$ cat config.mk
export PLATFORM = sky130hd
export DESIGN_NAME = buffer_loader
export DESIGN_NICKNAME = d
export VERILOG_FILES = /design/src/rtl/buffer_loader_pkg.sv /design/src/rtl/loader_addr_gen.sv /design/src/rtl/buffer_loader.sv
export SDC_FILE = /design/constraint.sdc
export NUM_CORES = 1
export LEC_CHECK = 0
export BUFFER_PORTS_ARGS = -buffer_cell sky130_fd_sc_hd__buf_2
export CAP_MARGIN = 20
export CELL_PAD_IN_SITES_DETAIL_PLACEMENT = 1
export CELL_PAD_IN_SITES_GLOBAL_PLACEMENT = 2
export CORE_MARGIN = 2
export CORE_UTILIZATION = 26
export CTS_CLUSTER_DIAMETER = 40
export DETAILED_ROUTE_END_ITERATION = 12
export GPL_TIMING_DRIVEN = 0
export PLACE_DENSITY = 0.86
export SKIP_CTS_REPAIR_TIMING = 1
export SYNTH_ARGS = -nofsm -noshare
export SYNTH_HDL_FRONTEND = slang
export SYNTH_SLANG_ARGS = --single-unit
$ cat constraint.sdc
create_clock -name clk -period 1.7 [get_ports clk]
set_input_delay 0.085 -clock clk [delete_from_list [all_inputs] [get_ports clk]]
set_output_delay 0.085 -clock clk [all_outputs]
set_load 0.02 [all_outputs]
$ cat src/rtl/buffer_loader_pkg.sv
// Shared defines (data width, buffer address width, FSM encodings) and loader package.
// Optional feature macro used by this slice: BUFFER_LOADER_WRAP_EN.
`ifndef BUFFER_LOADER_DEFINES_SVH
`define BUFFER_LOADER_DEFINES_SVH
`define CNN_XLEN 16
`define ADDR_B 4
`define BL_STATE_IDLE 2'd0
`define BL_STATE_LOAD 2'd1
`define BL_STATE_DONE 2'd2
`endif

package buffer_loader_pkg;
   localparam int unsigned STATE_W = 2;

   localparam logic [STATE_W-1:0] IDLE = `BL_STATE_IDLE;
   localparam logic [STATE_W-1:0] LOAD = `BL_STATE_LOAD;
   localparam logic [STATE_W-1:0] DONE = `BL_STATE_DONE;
endpackage

$ cat src/rtl/loader_addr_gen.sv
// Buffer write-address counter with end-of-buffer overflow detection.
// BUFFER_LOADER_WRAP_EN: address wraps freely and no job is ever flagged as overflowing.
module loader_addr_gen #(
   parameter int unsigned ADDR_B = `ADDR_B
) (
   input  logic              clk,
   input  logic              reset,
   input  logic              load,
   input  logic              step,
   input  logic [ADDR_B-1:0] base_addr,
   input  logic [ADDR_B-1:0] len_m1,
   output logic [ADDR_B-1:0] addr,
   output logic              overflow_c
);
   import buffer_loader_pkg::*;

   always_ff @(posedge clk) begin
      if (reset)
         addr <= '0;
      else if (load)
         addr <= base_addr;
      else if (step)
         addr <= addr + ADDR_B'(1);
   end

`ifdef BUFFER_LOADER_WRAP_EN
   assign overflow_c = 1'b0;
`else
   // Carry out of the last-address sum means the job runs past the top of the buffer.
   logic [ADDR_B:0] last_addr;
   assign last_addr  = {1'b0, base_addr} + {1'b0, len_m1};
   assign overflow_c = last_addr[ADDR_B];
`endif
endmodule

$ cat src/rtl/buffer_loader.sv
// Streams a fixed-length burst of words into a buffer starting at a programmable address.
// BUFFER_LOADER_WRAP_EN: address wraps at the buffer top and every start is accepted.
module buffer_loader #(
   parameter int unsigned DATA_WID = `CNN_XLEN,
   parameter int unsigned ADDR_B   = `ADDR_B
) (
   input  logic                       clk,
   input  logic                       reset,
   input  logic                       start,
   input  logic [ADDR_B-1:0]          base_addr,
   input  logic [ADDR_B-1:0]          len_m1,
   input  logic signed [DATA_WID-1:0] in_data,
   input  logic                       in_valid,
   output logic                       in_ready,
   output logic                       wrb,
   output logic [ADDR_B-1:0]          wrb_addr,
   output logic signed [DATA_WID-1:0] wrb_data,
   output logic                       busy,
   output logic                       done,
   output logic                       err
);
   import buffer_loader_pkg::*;

   logic [STATE_W-1:0] state;
   logic [STATE_W-1:0] state_nxt;
   logic [ADDR_B-1:0]  beat_cnt;
   logic [ADDR_B-1:0]  addr;
   logic               overflow_c;
   logic               launch;
   logic               reject;
   logic               accept;
   logic               last_beat;

   loader_addr_gen #(
      .ADDR_B (ADDR_B)
   ) u_addr_gen (
      .clk        (clk),
      .reset      (reset),
      .load       (launch),
      .step       (accept),
      .base_addr  (base_addr),
      .len_m1     (len_m1),
      .addr       (addr),
      .overflow_c (overflow_c)
   );

   assign in_ready  = (state == LOAD);
   assign busy      = (state != IDLE);
   assign accept    = in_ready && in_valid;
   assign last_beat = accept && (beat_cnt == '0);

   always_ff @(posedge clk) begin
      if (reset)
         state <= IDLE;
      else
         state <= state_nxt;
   end

   always_comb begin
      state_nxt = state;
      launch    = 1'b0;
      reject    = 1'b0;
      case (state)
         IDLE: begin
            if (start) begin
               if (overflow_c) begin
                  reject = 1'b1;
               end else begin
                  launch    = 1'b1;
                  state_nxt = LOAD;
               end
            end
         end
         LOAD: begin
            if (last_beat)
               state_nxt = DONE;
         end
         DONE:    state_nxt = IDLE;
         default: state_nxt = IDLE;
      endcase
   end

   // Write port is a one-cycle registered copy of each accepted beat.
   always_ff @(posedge clk) begin
      if (reset) begin
         wrb      <= 1'b0;
         wrb_addr <= '0;
         wrb_data <= '0;
         done     <= 1'b0;
         err      <= 1'b0;
         beat_cnt <= '0;
      end else begin
         wrb  <= accept;
         done <= last_beat;
         err  <= reject;
         if (accept) begin
            wrb_addr <= addr;
            wrb_data <= in_data;
         end
         if (launch)
            beat_cnt <= len_m1;
         else if (accept)
            beat_cnt <= beat_cnt - ADDR_B'(1);
      end
   end
endmodule

; Word-level counts from Yosys, hierarchy flattened
; Index checks and enable logic that the tools add are counted.
[totals]
regBits = 33
out_inout_bits = 25
word_cells = 37
[op_classes]
n_addsub = 3
eq_ne = 4
muxes = 12
bitwise_logic = 2
reduce_logical = 8
[ops]
columns = cell, n
row1 = $mux W4, 4
row2 = $mux W2, 3
row3 = $add A4 B4 Y5, 1
row4 = $add A4 B1 Y4 const B, 1
row5 = $logic_not A4 Y1, 1
row6 = $mux W1, 4
row7 = $ne A2 B2 Y1 const B, 2
row8 = $pmux W2 S2, 1
row9 = $reduce_bool A2 Y1, 2
row10 = $sub A4 B1 Y4 const B, 1
row11 = $reduce_and A3 Y1, 1
row12 = $reduce_or A3 Y1, 1
row13 = $eq A2 B1 Y1 const B, 1
row14 = $logic_and A1 B1 Y1, 2
row15 = $logic_not A2 Y1, 1
row16 = $ne A2 B1 Y1 const B, 1
row17 = $not A1 Y1, 2

; Depth between registers and ports, before layout
; Gate-level depths: netlist of run 1.
[depth]
ltp_word = 5
depth_mapped = 5
ltp_nobuf = 5

; Hierarchy
; From an unflattened synthesis of run 1, not the netlist that was laid out.
[hier_totals]
hier_cells = 160
area_unflattened_um2 = 1346.3
[modules_own_cells]
columns = mod, n_inst, cells_per_inst, area_each_um2, seq_area_each_um2
row1 = buffer_loader, 1, 131, 1083.5, 580.6
row2 = loader_addr_gen, 1, 29, 262.8, 80.1

; Least setup slack after synthesis of run 1
; OpenSTA, ideal clock, no wires.
[synth_timing]
path_type = register -> register
start = register beat_cnt[0]
end = register beat_cnt[2]
setup_ns = 0.091
t_arrival_ns = 1.106
required_ns = 1.609
setup_slack_ns = 0.503
path_stages_with_launch = 6
n_path_buf = 0
path_cell_list = dfxtp_1 inv_1 ha_1 inv_1 or3_1 a311oi_1
[synth_between]
elab_chain_len = 3
[synth_rtl]
columns = item, line_no
row1 = start: declaration, buffer_loader.sv:26  ; logic [ADDR_B-1:0] beat_cnt;
row2 = start signal: assignment, buffer_loader.sv:101  ; beat_cnt <= len_m1;
row3 = start signal: assignment, buffer_loader.sv:103  ; beat_cnt <= beat_cnt - ADDR_B'(1);
row4 = $sub A4 B1 Y4, buffer_loader.sv:103
row5 = $mux W4, buffer_loader.sv:102  ; else if (accept)
row6 = $mux W4, buffer_loader.sv:100  ; if (launch)
; No other way between the ends. The select of a mux whose other input is x is not followed.
; A chain may end at the register's enable or synchronous reset.

; Worst setup path in the final report of run 1
[layout_timing]
start = register u_addr_gen.addr[0]
end = register u_addr_gen.addr[2]
[layout_between]
elab_chain_len = 3
[layout_rtl]
columns = item, line_no
row1 = start: declaration, loader_addr_gen.sv:12  ; output logic [ADDR_B-1:0] addr,
row2 = start signal: assignment, loader_addr_gen.sv:21  ; addr <= base_addr;
row3 = start signal: assignment, loader_addr_gen.sv:23  ; addr <= addr + ADDR_B'(1);
row4 = $add A4 B1 Y4, loader_addr_gen.sv:23
row5 = $mux W4, loader_addr_gen.sv:22  ; else if (step)
row6 = $mux W4, loader_addr_gen.sv:20  ; else if (load)
; No other way between the ends. The select of a mux whose other input is x is not followed.

==> results of run 1 <==
-- worst paths after layout --
check / start / endpoint / cells after the start
max: u_addr_gen.addr[0]$_SDFFE_PP0P_ / u_addr_gen.addr[2]$_SDFFE_PP0P_ / 4
min: in_data[0] / wrb_data[0]$_SDFFE_PP0P_ / 3
max reg2reg: u_addr_gen.addr[0]$_SDFFE_PP0P_ / u_addr_gen.addr[2]$_SDFFE_PP0P_ / 4
min reg2reg: wrb_data[13]$_SDFFE_PP0P_ / wrb_data[13]$_SDFFE_PP0P_ / 2
-- cells by family after synthesis --
kind of cell	after synthesis
fa+ha+maj	6
xor+xnor	1
compound gates	39
simple gates	74
buf+inv	14
flops	33
-- through the flow --
step | worst slack, ns | hold WS (ns)
3_5_place_dp | 0.167 | 0.331
5_1_grt | 0.234 | 0.0323
6_report | 0.378 | 0.0315
3_3_place_gp | 0.193 | 0.326
4_1_cts | 0.362 | 0.0251
2_1_floorplan | 0.503 | 0.173
-- final cells by class --
cell class | count | area, um2
inverter | 5 | 18.8
timing repair buffer | 52 | 260
clock inverter | 1 | 5.00
multi-input combinational | 120 | 659
tap | 70 | 87.6
buffer | 9 | 38.8
fill | 653 | 3310
sequential | 33 | 661
clock buffer | 5 | 68.8
-- per-layer routing --
layer  part of all wire  track usage  up-vias  routed length [um]
met4              0.021       0.0873        0                  80
met2               0.43        0.206       41                1660
met5                  0            0        -                   0
li1                   -            -      688                   -
met1               0.49        0.179      616                1890
met3              0.054       0.0376        7                 207
-- state kept, by name, summed over array words and instances, names as in the netlist --
signal and flops:
wrb_data 16, beat_cnt 4, u_addr_gen.addr 4, wrb_addr 4, state 2, done 1, err 1, wrb 1
-- worst reg2reg max path, cell delays in order (launching register included) --
cell      delay [ns]
dfxtp_1         0.41
ha_1            0.17
inv_1           0.04
or3_1           0.34
a311oi_1        0.27
-- power groups by stage --
stage                     Clock, W  Combinational (W)  Sequential (W)
after floorplan                  0           0.000188        0.000894
after detailed placement         0           0.000332        0.000874
after global placement           0           0.000326        0.000871
after global routing      0.000586           0.000370        0.000864
after CTS                 0.000555           0.000332        0.000857
final                     0.000535           0.000327        0.000857
-- synthesized netlist by cell type, drive strengths merged --
| master | n |
|---|---|
| buf | 6 |
| a311oi | 4 |
| nor2 | 3 |
| nand2 | 48 |
| o21ai | 2 |
| and2 | 1 |
| a21oi | 25 |
| nand3b | 1 |
| a2bb2oi | 1 |
| ha | 6 |
| xnor2 | 1 |
| a31oi | 2 |
| dfxtp | 33 |
| o2bb2ai | 1 |
| and3 | 2 |
| o221ai | 3 |
| nor2b | 1 |
| and3b | 1 |
| clkbuf | 3 |
| nand3 | 4 |
| or3 | 3 |
| nor3 | 10 |
| o21a | 1 |
| inv | 5 |
==> impl_metrics.env, run 1 <==
export IMPL_status="finished clean"
export IMPL_end_kind="flip-flop"
export IMPL_ys_types=27
export IMPL_fin_tns_setup_ns=0
export IMPL_drt_first_pass_iters=4
export IMPL_ys_seq_area_frac=0.480
export IMPL_sw_frac_of_total=0.292
export IMPL_postSynthCellCount=167
export IMPL_max_freq_mhz=757
export IMPL_port_buffer_count=52
export IMPL_layout_common_cells="56 x buf_2, 47 x nand2_1, 33 x dfxtp_1, 25 x a21oi_1, 9 x nor3_1"
export IMPL_syn_avg_cell_area_um2=8.25
export IMPL_finalHoldViolCount=0
export IMPL_cpMaxStageDelayCell="dfxtp_1"
export IMPL_synthSimpleGateAreaFrac=0.239
export IMPL_drc=0
export IMPL_place_inst=289
export IMPL_max_stage_delay_ns=0.41
export IMPL_synth_xor_area_frac=0.00636
export IMPL_place_gp_congestion=0.771
export IMPL_p_leak_nw=0.784
export IMPL_layoutNonFillerInstCount=295
export IMPL_synth_top_area_cell="dfxtp_1"
export IMPL_row_count=26
export IMPL_path_clk_slew_ns=0.06
export IMPL_vias=1352
export IMPL_drive_gt1_frac=0.293
export IMPL_synth_area_um2=1380
export IMPL_wl_per_cell_um=13.0
export IMPL_critPathBufInv=1
export IMPL_antenna_left=0
export IMPL_ys_warnings_count=0
export IMPL_synth_top_family_by_area="simple AND/OR/NAND/NOR gates"
export IMPL_cp_required_ns=1.89
export IMPL_cp_start_kind="flip-flop"
export IMPL_slew_violations=0
export IMPL_clockBufferDepth=2
export IMPL_combPwrFrac=0.190
export IMPL_netlist_top_cells_area="dfxtp_1 48%, nand2_1 13%, a21oi_1 9.1%"
export IMPL_stdcell_area_um2=1800
export IMPL_power_density_nw_per_um2=955
export IMPL_final_common_cell="buf_2"
export IMPL_setup_viol=0
export IMPL_place_hpwl_mm=2.93
export IMPL_path_max_fanout=4
export IMPL_slew_headroom=0.648
export IMPL_core_region_area_um2=5110
export IMPL_area_growth_pct=30.6
export IMPL_dieHeight_um=76.8
export IMPL_synthesis_nets=201
export IMPL_power_share_sequential=0.499
export IMPL_avgViaCountPerCell=4.58
export IMPL_p_sw_w=0.000501
export IMPL_wl_mm=3.84
export IMPL_finClkSkew_ns=0.00395
export IMPL_synth_top_cell_area_share=0.480
export IMPL_htree_num_levels=2
export IMPL_track_usage=0.139
export IMPL_synth_fa_ha_area_frac=0.0545
export IMPL_p_clk_frac=0.311
export IMPL_maxCapViolCount=0
export IMPL_grt_overflow_total=0
export IMPL_dpl_cell_area_um2=1730
export IMPL_vdd_drop_max_mv=0.261
export IMPL_synth_compound_area_share=0.179
export IMPL_drt_iter0_drc=41
export IMPL_crit_chain="ha_1, inv_1, or3_1, a311oi_1"
export IMPL_p_int_w=0.00122
export IMPL_clock_latency_ns=0.28
export IMPL_arrival_ns=1.51
export IMPL_grt_pass1_wl_mm=6.31
export IMPL_finish_utilization=0.352
export IMPL_rrSetupSlack_ns=0.38
export IMPL_final_net_count=260
export IMPL_antenna_found_initial=0
export IMPL_cts_root_buf="clkbuf_8"
export IMPL_p_total_w=0.00172
export IMPL_clock_sinks=33
export IMPL_start_util=0.270
export IMPL_crit_family="flip-flops"
export IMPL_critPathKind="flip-flop to flip-flop"
export IMPL_diodes=0
export IMPL_cts_tree="built"
export IMPL_period_share=0.777
export IMPL_hp_class="input pin to flip-flop"
export IMPL_synthMuxAreaShare=0
export IMPL_worst_slew_pin_slew_ns=0.528
export IMPL_rsz0062_at_grt="false"
export IMPL_dieArea_um2=5900
export IMPL_cts_inserted_buffers=5
export IMPL_period_minus_slack_ns=1.32
export IMPL_grt_pass1_vias=1289
export IMPL_synth_seq_cells=33
export IMPL_die_w_um=76.8
export IMPL_grt_max_degree=11
export IMPL_ios=53
(Power assumes the default switching activity.)
==> run 2, diff against run 1 <==
--- a/config.mk
+++ b/config.mk
@@ -10,11 +10,11 @@
 export CELL_PAD_IN_SITES_DETAIL_PLACEMENT = 1
 export CELL_PAD_IN_SITES_GLOBAL_PLACEMENT = 2
 export CORE_MARGIN = 2
-export CORE_UTILIZATION = 26
+export CORE_UTILIZATION = 24
 export CTS_CLUSTER_DIAMETER = 40
 export DETAILED_ROUTE_END_ITERATION = 12
 export GPL_TIMING_DRIVEN = 0
-export PLACE_DENSITY = 0.86
+export PLACE_DENSITY = 0.84
 export SKIP_CTS_REPAIR_TIMING = 1
 export SYNTH_ARGS = -nofsm -noshare
 export SYNTH_HDL_FRONTEND = slang
==> constraint.sdc (replaced) <==
create_clock -name clk -period 1.2 [get_ports clk]
set_input_delay 0.06 -clock clk [delete_from_list [all_inputs] [get_ports clk]]
set_output_delay 0.06 -clock clk [all_outputs]
set_load 0.02 [all_outputs]
==> run 2 against run 1 <==
Die area up 7.9%. Critical path type unchanged. Non-clock buffer count rose by 2. Fmax grew 2.9%. Global-route usage decreased by 0.80 points. Critical path depth down 1. Register-to-register slack worse by 0.46 ns. Largest cell class is now multi-input gates. Via count up 0.37%. Count of clock-buffer cells in the layout is 2 higher. Utilization fell by 0.56 points. Largest power group unchanged. The flow now finishes with violations (negative setup slack). Design area up 6.7%. Sequential share of layout area fell by 2.1 points.
==> impl_metrics.env, run 2 (same netlist as run 1, synthesis figures left out) <==
export IMPL_status="finished, violations left"
export IMPL_violations="negative setup slack"
export IMPL_finish_utilization=0.347
export IMPL_hold_path_startpoint="in_data[3]"
export IMPL_period_minus_slack_ns=1.28
export IMPL_die_w_um=79.8
export IMPL_cts_root_buf="clkbuf_8"
export IMPL_path_clk_slew_ns=0.06
export IMPL_rsz0062_at_grt="true"
export IMPL_path_max_fanout=5
export IMPL_drt_first_pass_iters=4
export IMPL_track_usage=0.131
export IMPL_vdd_drop_max_mv=0.575
export IMPL_multi_input_area_um2=682
export IMPL_wl_per_cell_um=13.2
export IMPL_port_buffer_count=52
export IMPL_critPathLaunch="state[1]$_SDFFE_PP0P_"
export IMPL_p_leak_nw=0.826
export IMPL_htree_num_levels=2
export IMPL_place_inst=291
export IMPL_drive_gt1_frac=0.349
export IMPL_finalHoldViolCount=0
export IMPL_dpl_cell_area_um2=1730
export IMPL_stdcell_area_um2=1920
export IMPL_power_density_nw_per_um2=1460
export IMPL_critPathKind="flip-flop to flip-flop"
export IMPL_slew_headroom=0.660
export IMPL_avgViaCountPerCell=4.51
export IMPL_layoutNonFillerInstCount=301
export IMPL_place_hpwl_mm=2.93
export IMPL_slew_violations=0
export IMPL_fin_tns_setup_ns=-0.302
export IMPL_timing_rr_end="beat_cnt[2]$_SDFFE_PP0P_"
export IMPL_grt_pass1_wl_mm=6.46
export IMPL_finClkSkew_ns=0.00672
export IMPL_wl_mm=3.96
export IMPL_end_kind="flip-flop"
export IMPL_cts_tree="built"
export IMPL_vias=1357
export IMPL_core_region_area_um2=5540
export IMPL_max_freq_mhz=779
export IMPL_place_gp_congestion=0.767
export IMPL_hold_depth=3
export IMPL_seq_area_um2=666
export IMPL_maxCapViolCount=0
export IMPL_regMostFlops="wrb_data"
export IMPL_clock_sinks=33
export IMPL_dieHeight_um=79.8
export IMPL_dieArea_um2=6360
export IMPL_drt_iter0_drc=36
export IMPL_start_util=0.249
export IMPL_rr_startpoint="state[1]$_SDFFE_PP0P_"
export IMPL_cts_inserted_buffers=5
export IMPL_final_common_cell="buf_2"
export IMPL_setup_viol=8
export IMPL_grt_max_degree=11
export IMPL_cp_required_ns=1.39
export IMPL_arrival_ns=1.47
export IMPL_row_count=27
export IMPL_area_growth_pct=39.4
export IMPL_hp_class="input pin to flip-flop"
export IMPL_hold_end="wrb_data[3]$_SDFFE_PP0P_"
export IMPL_rrSetupSlack_ns=-0.08
export IMPL_clockBufferDepth=2
export IMPL_drc=0
export IMPL_grt_pass1_vias=1356
export IMPL_largest_reg_flops=16
export IMPL_ios=53
export IMPL_cp_start_kind="flip-flop"
export IMPL_final_net_count=262
export IMPL_antenna_found_initial=0
export IMPL_clock_latency_ns=0.28
export IMPL_n_fill_cell=707
export IMPL_antenna_left=0
export IMPL_diodes=0
export IMPL_grt_overflow_total=0
export IMPL_period_share=1.07
export IMPL_layout_common_cells="54 x buf_2, 46 x nand2_1, 29 x dfxtp_1, 25 x a21oi_1, 7 x nor3_1"
export IMPL_fin_ws_ns=-0.0845
export IMPL_rr_worst_depth=3
export IMPL_worst_slew_pin_slew_ns=0.510
[run 2: cell count changes in the layout (fill, tap and decap cells not counted), moves of 2 or more]
| cell | delta |
|---|---|
| buf_1 | -2 |
| nor3_2 | +2 |
| dfxtp_2 | +4 |
| buf_6 | +3 |
| nor3_1 | -2 |
| dfxtp_1 | -4 |
| buf_2 | -2 |
[run 2: cell type report]
type | instances | area share
Clock buffer | 7 | 0.0450
Sequential cell | 33 | 0.347
Multi-Input combinational cell | 120 | 0.355
Timing Repair Buffer | 54 | 0.147
Inverter | 5 | 0.00977
Tap cell | 72 | 0.0469
Clock inverter | 1 | 0.0156
Buffer | 9 | 0.0345
[run 2: worst max-delay path by stage]
stage | endpoint | slack [ns] | cells past startpoint
final | beat_cnt[2]$_SDFFE_PP0P_ | -0.08 | 3
after global routing | u_addr_gen.addr[2]$_SDFFE_PP0P_ | -0.18 | 3
after floorplan | beat_cnt[2]$_SDFFE_PP0P_ | 0.003 | 5
after detailed placement | beat_cnt[2]$_SDFFE_PP0P_ | -0.27 | 6
after global placement | u_addr_gen.addr[1]$_SDFFE_PP0P_ | -0.26 | 6
after CTS | beat_cnt[3]$_SDFFE_PP0P_ | -0.14 | 5
[run 2: through the flow]
stage / total power (W) / hold WS, ns / worst slack [ns]
floorplan: 0.00153 / 0.148 / 0.00349
global placement: 0.00170 / 0.304 / -0.258
detailed placement: 0.00171 / 0.310 / -0.270
CTS: 0.00281 / 0.00473 / -0.145
global route: 0.00296 / 0.0101 / -0.179
finish: 0.00280 / 0.0139 / -0.0845
[run 2: metal layers]
layer / up-vias / track usage / routed length (um)
met5: - / 0 / 0
met4: 0 / 0.0356 / 47
met3: 6 / 0.0396 / 256
met2: 40 / 0.198 / 1760
met1: 617 / 0.182 / 1900
li1: 694 / - / -
[run 2: worst max-delay path, stage by stage (launching register included)]
cell and delay (ns):
dfxtp_2 0.33, nand3b_1 0.26, or3_1 0.36, a311oi_1 0.25
[run 2: report_power, final]
group | leakage (nW) | internal, W | total [W] | switching (W)
Clock | 0.0585 | 0.000677 | 0.00108 | 0.000404
Combinational | 0.497 | 0.000202 | 0.000502 | 0.000300
Sequential | 0.270 | 0.00117 | 0.00122 | 0.0000494
